**config.mk**
```make
export PLATFORM = sky130hd
export DESIGN_NAME = fetch_unit
export DESIGN_NICKNAME = d
export VERILOG_FILES = /design/src/rtl/fetch_unit.sv
export SDC_FILE = /design/constraint.sdc
export NUM_CORES = 1
export LEC_CHECK = 0
export ABC_AREA = 0
export ABC_CLOCK_PERIOD_IN_PS = 6600
export BUFFER_PORTS_ARGS = -buffer_cell sky130_fd_sc_hd__buf_2
export CORE_UTILIZATION = 45
export DETAILED_ROUTE_END_ITERATION = 16
export GPL_ROUTABILITY_DRIVEN = 1
export HOLD_SLACK_MARGIN = 0.05
export PLACE_DENSITY_LB_ADDON = 0.25
export SYNTH_ARGS = -nofsm -noshare
export SYNTH_HDL_FRONTEND = slang
export SYNTH_SLANG_ARGS = --single-unit
```
**constraint.sdc**
```tcl
create_clock -name clk -period 6.6 [get_ports clk]
set_clock_uncertainty 0.2 [all_clocks]
set_input_delay 1.98 -clock clk [delete_from_list [all_inputs] [get_ports clk]]
set_output_delay 1.98 -clock clk [all_outputs]
set_load 0.05 [all_outputs]
```
**src/rtl/fetch_unit.sv**
```systemverilog
// fetch_unit: decoupled RV32 instruction-fetch front end.
// Issues sequential word-aligned reads to a one-cycle-latency instruction memory and
// buffers returned {pc, instr} pairs in a DEPTH-entry circular FIFO that feeds decode
// through a valid/ready handshake. A redirect flushes the buffer and restarts fetch.
module fetch_unit #(
    parameter int unsigned      WIDTH    = 32,
    parameter int unsigned      DEPTH    = 4,
    parameter logic [WIDTH-1:0] RESET_PC = '0
) (
    input  logic                   clk,
    input  logic                   rst,
    output logic                   imem_req,
    output logic [WIDTH-1:0]       imem_addr,
    input  logic [WIDTH-1:0]       imem_rdata,
    output logic                   out_valid,
    input  logic                   out_ready,
    output logic [WIDTH-1:0]       out_instr,
    output logic [WIDTH-1:0]       out_pc,
    input  logic                   redirect,
    input  logic [WIDTH-1:0]       redirect_pc,
    output logic [$clog2(DEPTH):0] count
);

    localparam int unsigned PtrW = $clog2(DEPTH);
    localparam int unsigned CntW = PtrW + 1;

    // Reset PC with the byte-offset bits forced to zero so fetch_pc is always aligned.
    localparam logic [WIDTH-1:0] ResetPcAligned = {RESET_PC[WIDTH-1:2], 2'b00};

    // Fetch address generator and single outstanding request tracking.
    logic [WIDTH-1:0] fetch_pc_q, fetch_pc_d;
    logic             inflight_q, inflight_d;
    logic [WIDTH-1:0] inflight_pc_q, inflight_pc_d;

    // FIFO bookkeeping.
    logic [PtrW-1:0]  wr_ptr_q, wr_ptr_d;
    logic [PtrW-1:0]  rd_ptr_q, rd_ptr_d;
    logic [CntW-1:0]  count_q, count_d;

    // FIFO storage; contents need no reset since count gates visibility.
    logic [WIDTH-1:0] pc_mem    [DEPTH];
    logic [WIDTH-1:0] instr_mem [DEPTH];

    logic             pop;
    logic             push;
    logic [CntW:0]    occupancy;
    logic             space;

    // Low address bits of a redirect target are dropped on purpose.
    logic [1:0]       unused_redirect_lsbs;
    assign unused_redirect_lsbs = redirect_pc[1:0];

    // Handshake, space check and output drive.
    always_comb begin
        out_valid = (count_q != '0) && !redirect;
        pop       = out_valid && out_ready;

        // Slots already claimed once this cycle's pop is accounted for. Counting the pop
        // keeps a two-entry FIFO streaming at one instruction per cycle.
        occupancy = {1'b0, count_q}
                  + {{CntW{1'b0}}, inflight_q}
                  - {{CntW{1'b0}}, pop};
        space     = occupancy < (CntW + 1)'(DEPTH);

        // Gating with rst keeps the request low while reset is held.
        imem_req  = rst && !redirect && space;
        imem_addr = fetch_pc_q;

        out_pc    = pc_mem[rd_ptr_q];
        out_instr = instr_mem[rd_ptr_q];
        count     = count_q;
    end

    // Next-state: redirect overrides request, push and pop in the same cycle.
    always_comb begin
        fetch_pc_d    = fetch_pc_q;
        inflight_d    = 1'b0;
        inflight_pc_d = inflight_pc_q;
        wr_ptr_d      = wr_ptr_q;
        rd_ptr_d      = rd_ptr_q;
        count_d       = count_q;
        push          = 1'b0;

        if (redirect) begin
            // Flush; any response returning this cycle is simply not pushed.
            fetch_pc_d = {redirect_pc[WIDTH-1:2], 2'b00};
            wr_ptr_d   = '0;
            rd_ptr_d   = '0;
            count_d    = '0;
        end else begin
            if (imem_req) begin
                fetch_pc_d    = fetch_pc_q + WIDTH'(4);
                inflight_d    = 1'b1;
                inflight_pc_d = fetch_pc_q;
            end

            // The space check at request time guarantees this push fits.
            push = inflight_q;

            if (push) begin
                wr_ptr_d = wr_ptr_q + PtrW'(1);
            end
            if (pop) begin
                rd_ptr_d = rd_ptr_q + PtrW'(1);
            end

            unique case ({push, pop})
                2'b10:   count_d = count_q + CntW'(1);
                2'b01:   count_d = count_q - CntW'(1);
                default: count_d = count_q;
            endcase
        end
    end

    // Control state registers with asynchronous active-low reset.
    always_ff @(posedge clk or negedge rst) begin
        if (!rst) begin
            fetch_pc_q    <= ResetPcAligned;
            inflight_q    <= 1'b0;
            inflight_pc_q <= '0;
            wr_ptr_q      <= '0;
            rd_ptr_q      <= '0;
            count_q       <= '0;
        end else begin
            fetch_pc_q    <= fetch_pc_d;
            inflight_q    <= inflight_d;
            inflight_pc_q <= inflight_pc_d;
            wr_ptr_q      <= wr_ptr_d;
            rd_ptr_q      <= rd_ptr_d;
            count_q       <= count_d;
        end
    end

    // FIFO entry write on response arrival.
    always_ff @(posedge clk) begin
        if (push) begin
            pc_mem[wr_ptr_q]    <= inflight_pc_q;
            instr_mem[wr_ptr_q] <= imem_rdata;
        end
    end

endmodule

```
# [Yosys cells after proc, flatten, opt, wreduce, memory -nomap -nowiden]
# Memory sizes are Yosys's and may differ from the RTL's.
# Cells that the tools add are included.
# Widths: inputs -> output; s select.
[op_classes] n_addsub=7 magnitude_cmp=1 n_eq_ne=2 n_mux=13 bitwise_logic=1 reduce_logical=11
[ops] op="$mux 32" n=2
[ops] op="$add 32x3->32 const B" n=1
[ops] op="$mux 2" n=4
[ops] op="$pmux 3 s2" n=1
[ops] op="$reduce_bool 2->1" n=3
[ops] op="$reduce_bool 3->1" n=2
[ops] op="$mux 1" n=5
[ops] op="$add 2x1->2 const B" n=2
[ops] op="$add 3x1->4" n=1
[ops] op="$logic_and 1x1->1" n=4
[ops] op="$lt 4x3->1 const B" n=1
[ops] op="$sub 4x1->4" n=1
[ops] op="$add 3x1->3 const B" n=1
[ops] op="$mux 3" n=1
[ops] op="$sub 3x1->3 const B" n=1
[ops] op="$eq 2x1->1 const B" n=1
[ops] op="$eq 2x2->1 const B" n=1
[ops] op="$reduce_and 2->1" n=1
[ops] op="$logic_not 1->1" n=1
[ops] op="$not 1->1" n=1
[word_totals] ff_bits=72 ram_bits=256 input_bits=68 wordCells=43 memories=2
[mem_list] name="instr_mem" words=4 width=32 rd=1 rd_ports_with_merged_regs=0 write_ports=1 line_no="42" source="logic [WIDTH-1:0] instr_mem [DEPTH];"
[mem_list] name="pc_mem" words=4 width=32 rd=1 rd_ports_with_merged_regs=0 write_ports=1 line_no="41" source="logic [WIDTH-1:0] pc_mem [DEPTH];"

# [Logic depth before layout (Yosys ltp)]
[depth] depth_word=8 depth_mapped=10

# [Worst setup path before layout]
# No wires, ideal clock.
[synth_timing] path_type="input -> output" from="in redirect" to="out imem_req" arrival_time_ps=3572 required_time_ps=4420 path_slack_ps=848 path_stages=8 path_buffers=1 path_cell_list="inv_1 and3_1 nand2b_1 ha_1 a31oi_1 mux2i_1 nor2_1 buf_2"
[synth_between] elab_chain_cells=6 word_cells_on_any_way=7 cone_classes="add/sub: 1; order compare: 1; reduce/logical: 5"
[synth_rtl] item="start, declared" line_no="19" source="input logic redirect,"
[synth_rtl] item="$logic_not 1->1 *" line_no="55, 66"
[synth_rtl] item="$logic_and 1x1->1" line_no="55" source="out_valid = (count_q != '0) && !redirect;"
[synth_rtl] item="$logic_and 1x1->1" line_no="56" source="pop = out_valid && out_ready;"
[synth_rtl] item="$sub 4x1->4" line_no="62" source="- {{CntW{1'b0}}, pop};"
[synth_rtl] item="$lt 4x3->1" line_no="63" source="space = occupancy < (CntW + 1)'(DEPTH);"
[synth_rtl] item="$logic_and 1x1->1 *" line_no="66" source="imem_req = rst && !redirect && space;"
[synth_rtl] item="end, declared" line_no="12" source="output logic imem_req,"
# Every way passes the cells marked *; elsewhere a longest branch is shown, timed or not.

# [Final worst setup path]
# Ends and elaborated chain as after synthesis.

==> results.md <==
- Status: completed
- Clock slew at reported path FFs: 60 ps
- Highest metal used: met4
- Antenna diode count: 0
- CP bufs+invs: 3
- Largest net degree at the start of global routing: 64
- RSZ-0062 raised after global routing: false
- Worst path most repeated cell: buf_2
- Cts repair resizes: 0
- Seq cells post-synth: 316
- Initial antenna violation count: 0
- Worst endpoint data arrival time: ~3700 ps
- Async set or reset register ratio after synthesis: a little over a fifth
- First-pass GRT wire length: 38400 µm
- Pre-CTS setup slack: about 730 ps
- Die Wd: between 150 and 200 µm
- Crit path required time: around 4400 ps
- DRC: 0
- Row count: 60
- Share of the core filled with cells: ~54%
- Synth Area per Inst: 18.5 µm²
- Clock root cell: clkbuf_16
- Area delta synth->final: 17.8%
- Post-DR wirelength/cell: just over 20 µm
- Routed length on met1: between 10000 and 15000 µm
- Core ar.: roughly 0.027 mm²
- Met2 WL: 12100 µm
- Cell depth of the worst setup path: 9
- Crit end category: primary output
- Clock buffer depth: 3
- Worst Path Class, Setup: in -> out
- Critical Path Fanout Max: 3
- Pwr/cell area: ~400 mW/mm²
- Number of flops mapped to enable cells by yosys: ~250
- FF-to-FF Start: count[1]
- Die ar.: ~0.028 mm²
- Synth area leaders: edfxtp_1 (60%), dfrtp_1 (14%), mux4_2 (11%)
- Vias in the first global route: ~6.7k
- Fin. Hold Viols: 0
- RePlAce Congestion: around 0.8
- Clock network latency to the later pin of the worst-skew pair: around 500 ps
- Cell family with most CP delay: simple AND/OR/NAND/NOR gates
- Worst path cell trace: buf_2, inv_1, and3_1, nand2b_1, ha_1, a31oi_1, mux2i_4, nor2_4, buf_2
- CTS tree: built
- Count of final setup violators: 0
- Io pins: 169
- Netlist cell types: 40
- Clock period minus worst slack: a little under 6000 ps
- R2R Setup Slk: 3240 ps
- Setup ws final: between 700 and 800 ps
- Mean number of vias per cell: between 5 and 6
- Slowest-stage cell, CP: mux2i_4
- Yosys top cell area share: about three fifths
- Post-DP HPWL: ~14000 µm
- Register area share after synthesis: 73.8%
- Synth warn: 0
- IO buf count: 162
- Mapped cell area: ~0.012 mm²
- Slew @ Worst Pin: 1010 ps
- Met3 wire length: between 1000 and 1500 µm
- Clock sink count: 316
- Tcrit/Tclk final: between 80% and 90%
- Final #Nets: between 900 and 1k
- Setup crit start kind: input pin
- TritonCTS buffer count: 34
- Setup crit end: imem_req
- R2R depth: 9
- Final wirelength: 24600 µm
- Hold Crit Start: inflight_pc_q[16]
- Filler Cell Count: 2111
- Max-slew violation count: 0
- Worst min-delay path class: reg -> reg
- Grt total ovfl: 0
- Leakage: 0.00510 µW
- Pre-antenna DRT Iters: 7
- Hold Buf Count CTS: 0
- Fin Setup TNS: 0 ps
- CTS HTree Levels: 2
- Post-CTS setup buffers: 0
- Via count: 6638
- Initial DRC Count: between 500 and 600
- Worst R2R End: imem_addr[6]
- Top_reg_cell synth: edfxtp_1
- Synth area leader: edfxtp_1
- Starting Density: ~46%
- Total GRT Usage: between 15 and 20%
- Cells after Synth: around 670
- Max_cap viols: 0
- Max-slew headroom: 32.5%
- VDD IR-drop max: around 340 µV
- Share of cells above drive strength 1: ~37%
- Die height: around 170 µm
- DRT antenna net count: 0
- Fmax: between 0.15 and 0.2 GHz
- Max incr delay on CP: 340 ps
- Critical path origin: redirect
[Yosys cell counts (all sizes together), types with 15 or more instances]
| master | number |
|---|---|
| clkbuf | 21 |
| nand2 | 15 |
| buf | 19 |
| nor2 | 35 |
| mux2 | 30 |
| dfrtp | 68 |
| a31oi | 23 |
| mux4 | 62 |
| nand3 | 20 |
| or3 | 20 |
| edfxtp | 248 |
| o21ai | 21 |
[cell type report]
| type | count | area, µm² | area share, % |
|---|---|---|---|
| multi-input combinational | 311 | 3080 | 21.1 |
| inverter | 7 | 26.3 | 0.180 |
| sequential | 316 | 9160 | 62.7 |
| clock inverter | 17 | 88.8 | 0.608 |
| timing repair buffer | 169 | 878 | 6.01 |
| clock buffer | 43 | 948 | 6.49 |
| tap | 341 | 427 | 2.92 |
[metrics by stage]
step / cell area, µm² / power, µW / std cells / hold slack, ps
2_1_floorplan: 12400 / 3840 / 674 / 272
3_3_place_gp: 13600 / 4220 / 1144 / 292
3_5_place_dp: 13600 / 4240 / 1144 / 305
4_1_cts: 14600 / 6000 / 1204 / 311
5_1_grt: 14600 / 6180 / 1204 / 339
6_report: 14600 / 5920 / 1204 / 308
[how the worst min path moves through the flow]
stage | slack, ps | cells after the start | end
5_1_grt | 340 | 0 | pc_mem[1][25]
6_report | 310 | 0 | pc_mem[0][16]
2_1_floorplan | 270 | 0 | pc_mem[0][10]
4_1_cts | 310 | 0 | pc_mem[0][11]
3_3_place_gp | 290 | 0 | pc_mem[2][16]
3_5_place_dp | 300 | 0 | pc_mem[0][25]
[cell usage in the layout (no fill, tap or decap), types with 2 or more instances in the layout]
cell         n
clkbuf_16   37
inv_6        2
nand2b_1     3
clkinv_2     6
and4_1       2
buf_4        7
edfxtp_1   248
ha_1         7
and2_4       4
a31oi_1     23
o31a_1       2
nor2_1      34
and3_1      10
inv_1        7
nor3_1       2
nand3_1     20
clkbuf_1     6
xnor2_1      5
dfrtp_4      2
buf_2      161
mux4_2      62
nand2_1     15
mux2_2      30
o21ai_0     21
o31ai_1      3
nand4_1     13
mux2i_1      2
or3_1       20
dfrtp_1     66
o311ai_0     2
or4_1        7
nor2b_1      4
xor2_1       2
clkinv_1     8
conb_1       4
o211ai_1     4
[power breakdown]
group	leakage (µW)	internal [µW]	switching, µW	total (µW)
registers	0.00302	2470	230	2700
clock network	0.000514	1020	727	1750
logic	0.00156	493	982	1470
total	0.00510	3980	1940	5920
[flip-flops by register name (all words and copies together) (netlist names)]
name,flops
inflight_pc_q,30
count,3
instr_mem,128
imem_addr,30
rd_ptr_q,2
inflight_q,1
pc_mem,120
wr_ptr_q,2
[kinds of logic after synthesis]
family,after synthesis,synth area share [%]
DFF,316,73.8
and+or+nand+nor,138,5.87
muxes,95,14.2
AOI/OAI and AO/OA,59,3.03
buffers and inverters,47,1.68
adders and majority gates,8,0.868
xor gates and xnor gates,7,0.495
other,1,0.0302
[routing by layer]
metal	global-route usage (%)	vias up
met5	0	-
met4	5.03	0
met2	29.9	187
li1	-	3031
met1	24.3	3381
met3	3.53	39
Note: power is estimated with default switching activity, not from simulation.
